==> config.mk <==
export PLATFORM = sky130hd
export DESIGN_NAME = bcam
export DESIGN_NICKNAME = d
export VERILOG_FILES = /design/src/rtl/bcam.sv
export SDC_FILE = /design/constraint.sdc
export NUM_CORES = 1
export LEC_CHECK = 0
export ABC_AREA = 1
export BUFFER_PORTS_ARGS = -buffer_cell sky130_fd_sc_hd__buf_4
export CELL_PAD_IN_SITES_DETAIL_PLACEMENT = 1
export CELL_PAD_IN_SITES_GLOBAL_PLACEMENT = 2
export CORE_MARGIN = 2
export CORE_UTILIZATION = 37
export CTS_BUF_LIST = sky130_fd_sc_hd__clkbuf_4 sky130_fd_sc_hd__clkbuf_8
export DETAILED_ROUTE_END_ITERATION = 8
export PLACE_DENSITY = 0.84
export SLEW_MARGIN = 25
export SYNTH_ARGS = -nofsm -noshare
export SYNTH_HDL_FRONTEND = slang
export SYNTH_SLANG_ARGS = --single-unit
==> constraint.sdc <==
create_clock -name clk -period 2.6 [get_ports clk]
set_clock_uncertainty 0.2 [all_clocks]
set_input_delay 0.52 -clock clk [delete_from_list [all_inputs] [get_ports clk]]
set_output_delay 0.52 -clock clk [all_outputs]
set_load 0.05 [all_outputs]
==> src/rtl/bcam.sv <==
// Binary CAM: CAMD flop-based entries searched in parallel, lowest-index
// hit wins. Optional input/output pipeline registers set the write and
// search latencies.

// One CAM entry: stored pattern, valid bit and its own comparator.
module bcam_entry #(
    parameter int CAMW = 8,
    parameter int INOM = 1
) (
    input  logic            clk,
    input  logic            rst,
    input  logic            wr_i,
    input  logic [CAMW-1:0] wPatt_i,
    input  logic [CAMW-1:0] sPatt_i,
    output logic            hit_o
);

    logic [CAMW-1:0] patt_q, patt_d;
    logic            vld_q,  vld_d;

    // Next-state: a write overwrites the pattern and marks the entry valid.
    always_comb begin
        patt_d = patt_q;
        vld_d  = vld_q;
        if (wr_i) begin
            patt_d = wPatt_i;
            vld_d  = 1'b1;
        end
    end

    // Entry state; reset either empties the entry or loads pattern 0 as valid.
    always_ff @(posedge clk) begin
        if (rst) begin
            patt_q <= '0;
            vld_q  <= (INOM == 0);
        end else begin
            patt_q <= patt_d;
            vld_q  <= vld_d;
        end
    end

    assign hit_o = vld_q && (patt_q == sPatt_i);

endmodule

module bcam #(
    parameter int CAMD = 16,
    parameter int CAMW = 8,
    parameter     TYPE = "REG",
    parameter int REGO = 1,
    parameter int REGW = 0,
    parameter int REGM = 0,
    parameter int INOM = 1,
    localparam int ADDRW = $clog2(CAMD)
) (
    input  logic             clk,
    input  logic             rst,
    input  logic             wEnb,
    input  logic [ADDRW-1:0] wAddr,
    input  logic [CAMW-1:0]  wPatt,
    input  logic [CAMW-1:0]  mPatt,
    output logic             match,
    output logic [ADDRW-1:0] mAddr
);

    logic             we_eff;
    logic [ADDRW-1:0] wa_eff;
    logic [CAMW-1:0]  wp_eff;
    logic [CAMW-1:0]  sp_eff;
    logic [CAMD-1:0]  wr;
    logic [CAMD-1:0]  hit;
    logic             match_d;
    logic [ADDRW-1:0] mAddr_d;

    // Every implementation style maps onto the flop array below.
    if (TYPE != "REG") begin : g_type_alias
    end

    if (REGW != 0) begin : g_regw
        logic             wEnb_q;
        logic [ADDRW-1:0] wAddr_q;
        logic [CAMW-1:0]  wPatt_q;

        // Write-port staging register; reset drops any staged write.
        always_ff @(posedge clk) begin
            if (rst) begin
                wEnb_q  <= 1'b0;
                wAddr_q <= '0;
                wPatt_q <= '0;
            end else begin
                wEnb_q  <= wEnb;
                wAddr_q <= wAddr;
                wPatt_q <= wPatt;
            end
        end

        assign we_eff = wEnb_q;
        assign wa_eff = wAddr_q;
        assign wp_eff = wPatt_q;
    end else begin : g_noregw
        assign we_eff = wEnb;
        assign wa_eff = wAddr;
        assign wp_eff = wPatt;
    end

    if (REGM != 0) begin : g_regm
        logic [CAMW-1:0] mPatt_q;

        // Search-pattern staging register.
        always_ff @(posedge clk) begin
            if (rst) mPatt_q <= '0;
            else     mPatt_q <= mPatt;
        end

        assign sp_eff = mPatt_q;
    end else begin : g_noregm
        assign sp_eff = mPatt;
    end

    // Address decode: an out-of-range wAddr selects no entry, so the write
    // is dropped without an explicit range check.
    for (genvar i = 0; i < CAMD; i++) begin : g_ent
        assign wr[i] = we_eff && (wa_eff == ADDRW'(i));

        bcam_entry #(
            .CAMW (CAMW),
            .INOM (INOM)
        ) u_ent (
            .clk     (clk),
            .rst     (rst),
            .wr_i    (wr[i]),
            .wPatt_i (wp_eff),
            .sPatt_i (sp_eff),
            .hit_o   (hit[i])
        );
    end

    // Priority encode: scanning downward leaves the lowest hit index.
    always_comb begin
        match_d = |hit;
        mAddr_d = '0;
        for (int i = CAMD - 1; i >= 0; i--) begin
            if (hit[i]) mAddr_d = ADDRW'(i);
        end
    end

    if (REGO != 0) begin : g_rego
        logic             match_q;
        logic [ADDRW-1:0] mAddr_q;

        // Registered search result.
        always_ff @(posedge clk) begin
            if (rst) begin
                match_q <= 1'b0;
                mAddr_q <= '0;
            end else begin
                match_q <= match_d;
                mAddr_q <= mAddr_d;
            end
        end

        assign match = match_q;
        assign mAddr = mAddr_q;
    end else begin : g_norego
        assign match = match_d;
        assign mAddr = mAddr_d;
    end

endmodule

Word-level counts from Yosys, hierarchy flattened
Cells that the tools add are included.

operators by class
  equality and inequality tests = 31
  multiplexer cells = 15
  reductions and logical operators = 38

operators by type and width
  kind                  number
  $eq A8 B8 Y1          16
  $eq A4 B4 Y1 const B  8
  $logic_and A1 B1 Y1   32
  $mux W4               8
  $eq A4 B3 Y1 const B  4
  $reduce_or A16 Y1     1
  $mux W3               4
  $reduce_or A9 Y1      1
  $eq A4 B2 Y1 const B  2
  $reduce_or A5 Y1      1
  $eq A4 B1 Y1 const B  1
  $logic_not A4 Y1      1
  $mux W2               2
  $reduce_or A3 Y1      1
  $reduce_or A2 Y1      1
  $mux W1               1

storage, ports and cells
  flip-flop bits (word level) = 149
  input bits = 23
  output and inout port bits = 5
  word-level logic and storage cells = 121

Logic depth before layout (Yosys ltp)
  depth after elaboration = 17
  gate-level depth with buffers = 22

By module
A second synthesis with hierarchy kept.

second synthesis, totals
  cell total of the unflattened synthesis = 1,239
  area total of the unflattened synthesis = 8,080.2 µm²

modules (own cells, without submodules)
  module      times used  cells an instance  area an instance (µm²)  seq. area each (µm²)
  bcam_entry  16          72                 476.7                   180.2
  bcam        1           87                 452.9                   100.1

Worst setup path after synthesis
OpenSTA, ideal clock, no wires.

  path type = input -> register
  start point = input mPatt[2]
  end point = register g_rego.mAddr_q[0], in the netlist mAddr[0]
  arrival = 1.778 ns
  setup slack = 0.505 ns
  stages on the path = 22
  path buffers = 1
  path through = buf_2 -> inv_4 -> nand2_1 -> nand2_1 -> nor2_1 -> nand2_1 -> nor2_1 -> nand2_1 -> nand2_1 -> nand2_1 -> nand2_1 -> nand2_1 -> nand2_1 -> nand2_1 -> nand2_1 -> nand2_1 -> nand2_1 -> nand2_1 -> nand2_1 -> nand2_1 -> nand2_1 -> a21oi_2

between the ends
  cells in the longest elaborated chain, start to end = 17
  elaborated cells between the ends (all ways) = 48
  classes of those cells = eq/ne: 16; mux: 15; reduce/logical: 17

ends and longest elaborated chain
  what                    line  text
  start: declaration      61    input logic [CAMW-1:0] mPatt,
  $eq A8 B8 Y1            42    assign hit_o = vld_q && (patt_q == sPatt_i);
  $logic_and A1 B1 Y1     42
  $mux W4 (8 in a row)    143   if (hit[i]) mAddr_d = ADDRW'(i);
  $mux W3 (4 in a row)    143
  $mux W2 (2 in a row)    143
  $mux W1                 143
  end signal: assignment  158   mAddr_q <= mAddr_d;
  end: declaration        149   logic [ADDRW-1:0] mAddr_q;

Several ways; a longest one is shown, not always the timed one.
A chain may end at the register's enable or synchronous reset.

Worst setup path after layout
  start point = input mPatt[6]
  end point = register g_rego.mAddr_q[0], in the netlist mAddr[0]

The elaborated chain is that of the path after synthesis.

==> impl_metrics.py <==
metrics = {
    "power_and_ir_drop": {
        "irDropWorstVdd_v": 0.000385,
        "p_per_area_mw_per_mm2": 596,
        "p_leak_uw": 0.00325,
    },
    "timing": {
        "slew_viol_final": 0,
        "fin_tns_setup_ns": 0,
        "setup_ws_ns": 0.492,
        "worstMarginPinSlew_ns": 0.465,
        "rsz0062_at_grt": "false",
        "setup-violations-final": 0,
        "hold_viol": 0,
        "finalCritPeriodShare": 0.811,
        "post-route-min-period_ns": 2.11,
        "max_freq_mhz": 474,
        "max_slew_margin": 0.682,
    },
    "setup_path": {
        "crit_path_start_kind": "input pin",
        "path_common_cell": "nand2_1",
        "critPathSlowestCell": "buf_4",
        "crit_buf_inv": 2,
        "crit_arrival_ns": 2.31,
        "crit_type": "input pin to flip-flop",
        "end_kind": "flip-flop",
        "cp_max_fo": 16,
        "critPathTopFamily": "simple AND/OR/NAND/NOR gates",
        "critical-path-max-stage-delay_ns": 0.31,
        "timing.critical_path.required_ns": 2.80,
        "crit_chain": "buf_4, inv_2, nand2_1, nand2_1, nor2_1, nand3_1, nor2_1, nand2_1, nand2_1, nand2_1, nand2_1, nand2_1, nand2_1, nand2_1, nand2_1, nand2_1, nand2_1, nand2_1, nand2_1, nand2_1, a21oi_2",
    },
    "logic_synthesis": {
        "synth_area_leaders": "dfxtp_1 43%, nor2_1 11%, o21ai_0 9.4%",
        "yosysTopAreaCellShare": 0.426,
        "synth_compound_area_frac": 0.185,
        "syn_inst": 996,
        "netlist_top_cells_count": "214 x nor2_1, 149 x dfxtp_1, 132 x o21ai_0",
        "synth_area_leader_cell": "dfxtp_1",
        "synth-main-ff-cell": "dfxtp_1",
        "synth_cell_types": 37,
        "synth_nets": 1019,
        "yosysWarnings": 0,
        "yosysMostFrequentCell": "nor2_1",
        "synth_edf_count": 0,
        "synth-async-reset-ratio": 0,
        "synth_area_sq_mm": 0.00700,
        "synthAdderAreaFrac": 0,
        "yosys_register_bits": 149,
        "synth_simple_gate_area_frac": 0.235,
        "yosysSeqAreaShare": 0.426,
        "synth_xor_area_frac": 0.0563,
        "avgSynthCellArea_sq_um": 7.03,
        "synth.mux.area_fraction": 0,
        "synth_top_family_by_area": "simple AND/OR/NAND/NOR gates",
    },
    "floorplan": {
        "fp.dieW_um": 142,
        "start_util": 0.376,
        "rows": 50,
        "fp.coreArea_sq_mm": 0.0186,
        "dieHeight_um": 142,
        "ios": 28,
        "dieArea_sq_mm": 0.0200,
    },
    "global_routing": {
        "grt_pass1_vias": 6649,
        "grt_max_degree": 52,
        "grt_overflow": 0,
        "grt_usage": 0.261,
        "antenna_found_initial": 0,
        "grt_pass1_wl_um": 39400,
    },
    "cts": {
        "path_clk_slew_ns": 0.08,
        "clock-sinks": 149,
        "numCtsBuffers": 17,
        "root_buffer": "clkbuf_8",
        "cts_resized": 0,
        "cts_hold_buf": 0,
        "cts_tree": "built",
        "cts_setup_buffers": 0,
        "clk_latency_ns": 0.47,
        "htree_levels": 4,
        "clockBufferDepth": 2,
    },
    "layout": {
        "finalCoreUtilization": 0.425,
        "nFillCells": 2388,
        "syn_to_final_growth_pct": 13.2,
        "diodes": 0,
        "final_nets": 1044,
        "drive_gt1_frac": 0.114,
        "finalNonFillerCells": 1268,
    },
    "placement": {
        "gp_congestion": 0.809,
        "pre_cts_ws_ns": 0.0507,
        "io_buffers": 27,
        "dp_cells": 1236,
        "hpwl_um": 16600,
    },
    "flow_run": {
        "max-cap-violations": 0,
    },
    "drt": {
        "drc": 0,
        "drt_first_pass_iters": 5,
        "drt_iter0_drc": 368,
        "wire_per_inst_um": 19.5,
        "antenna_left": 0,
        "postRouteWirelength_um": 24800,
        "vias": 6624,
        "vias_per_cell": 5.22,
    },
    "min_path": {
        "holdCritPathClass": "flip-flop to flip-flop",
    },
    "outcome": {
        "status": "finished, final reports clean",
    },
}
-- power by group --
part	internal, uW	switching [uW]	total, uW
Combinational	158	335	494
Clock	913	952	1870
Sequential	2330	32.0	2360
Total	3400	1320	4720
-- cell usage in the layout (no fill, tap or decap), drive strengths merged, types with 14 or more instances in the layout --
cell type	n
xnor2	18
inv	108
nor4	14
nand3	31
buf	62
nor2	214
nand2	109
xor2	27
a21oi	83
dfxtp	149
clkbuf	21
o21ai	136
-- cell families after synthesis --
group / after synthesis
AO/OA/AOI/OAI: 244
XOR/XNOR: 45
buffers and inverters: 165
flip-flops: 149
AND/OR/NAND/NOR: 393
-- through the flow --
step | hold slack (ns) | instance area, sq um | power, uW
after detailed placement | 0.249 | 7530 | 2910
after floorplan | 0.229 | 7000 | 2700
final | 0.257 | 7920 | 4720
after global routing | 0.229 | 7920 | 4900
after global placement | 0.242 | 7530 | 2900
after CTS | 0.248 | 7920 | 4750
-- flip-flops by register name, indices dropped and copies added (netlist names) --
name / flops
g_ent.u_ent.patt_q: 128
match: 1
g_ent.u_ent.vld_q: 16
mAddr: 4
-- path summary, 6_finish.rpt --
check | from | endpoint | slack (ns) | cells past startpoint
worst max-delay path | mPatt[6] | mAddr[0] | 0.49 | 21
worst min-delay path | g_ent[3].u_ent.vld_q | g_ent[3].u_ent.vld_q | 0.26 | 2
worst max register to register | g_ent[15].u_ent.patt_q[5] | mAddr[0] | 0.51 | 20
worst min register to register | g_ent[3].u_ent.vld_q | g_ent[3].u_ent.vld_q | 0.26 | 2
-- layout make-up --
type / instances / area (sq um) / area share
Inverter: 109 / 414 / 0.0523
Multi-Input combinational cell: 682 / 3330 / 0.421
Timing Repair Buffer: 62 / 503 / 0.0635
Sequential cell: 149 / 2980 / 0.377
Clock inverter: 11 / 125 / 0.0158
Tap cell: 234 / 293 / 0.0370
Clock buffer: 21 / 270 / 0.0341
-- tightest hold or removal path: stages (launching register included) --
cell and delay (ns):
dfxtp_1 0.31, inv_1 0.05, a21oi_1 0.05
-- metal layers --
metal  global-route usage  share of wire  wire [um]  vias to the layer above
li1                     -              -          -                     3271
met1                0.363           0.49      12100                     3203
met2                0.420           0.46      11300                      118
met3               0.0466          0.037        925                       32
met4               0.0726          0.016        387                        0
met5                    0              0          0                        -
No activity file was read; power rests on OpenSTA's default activity.
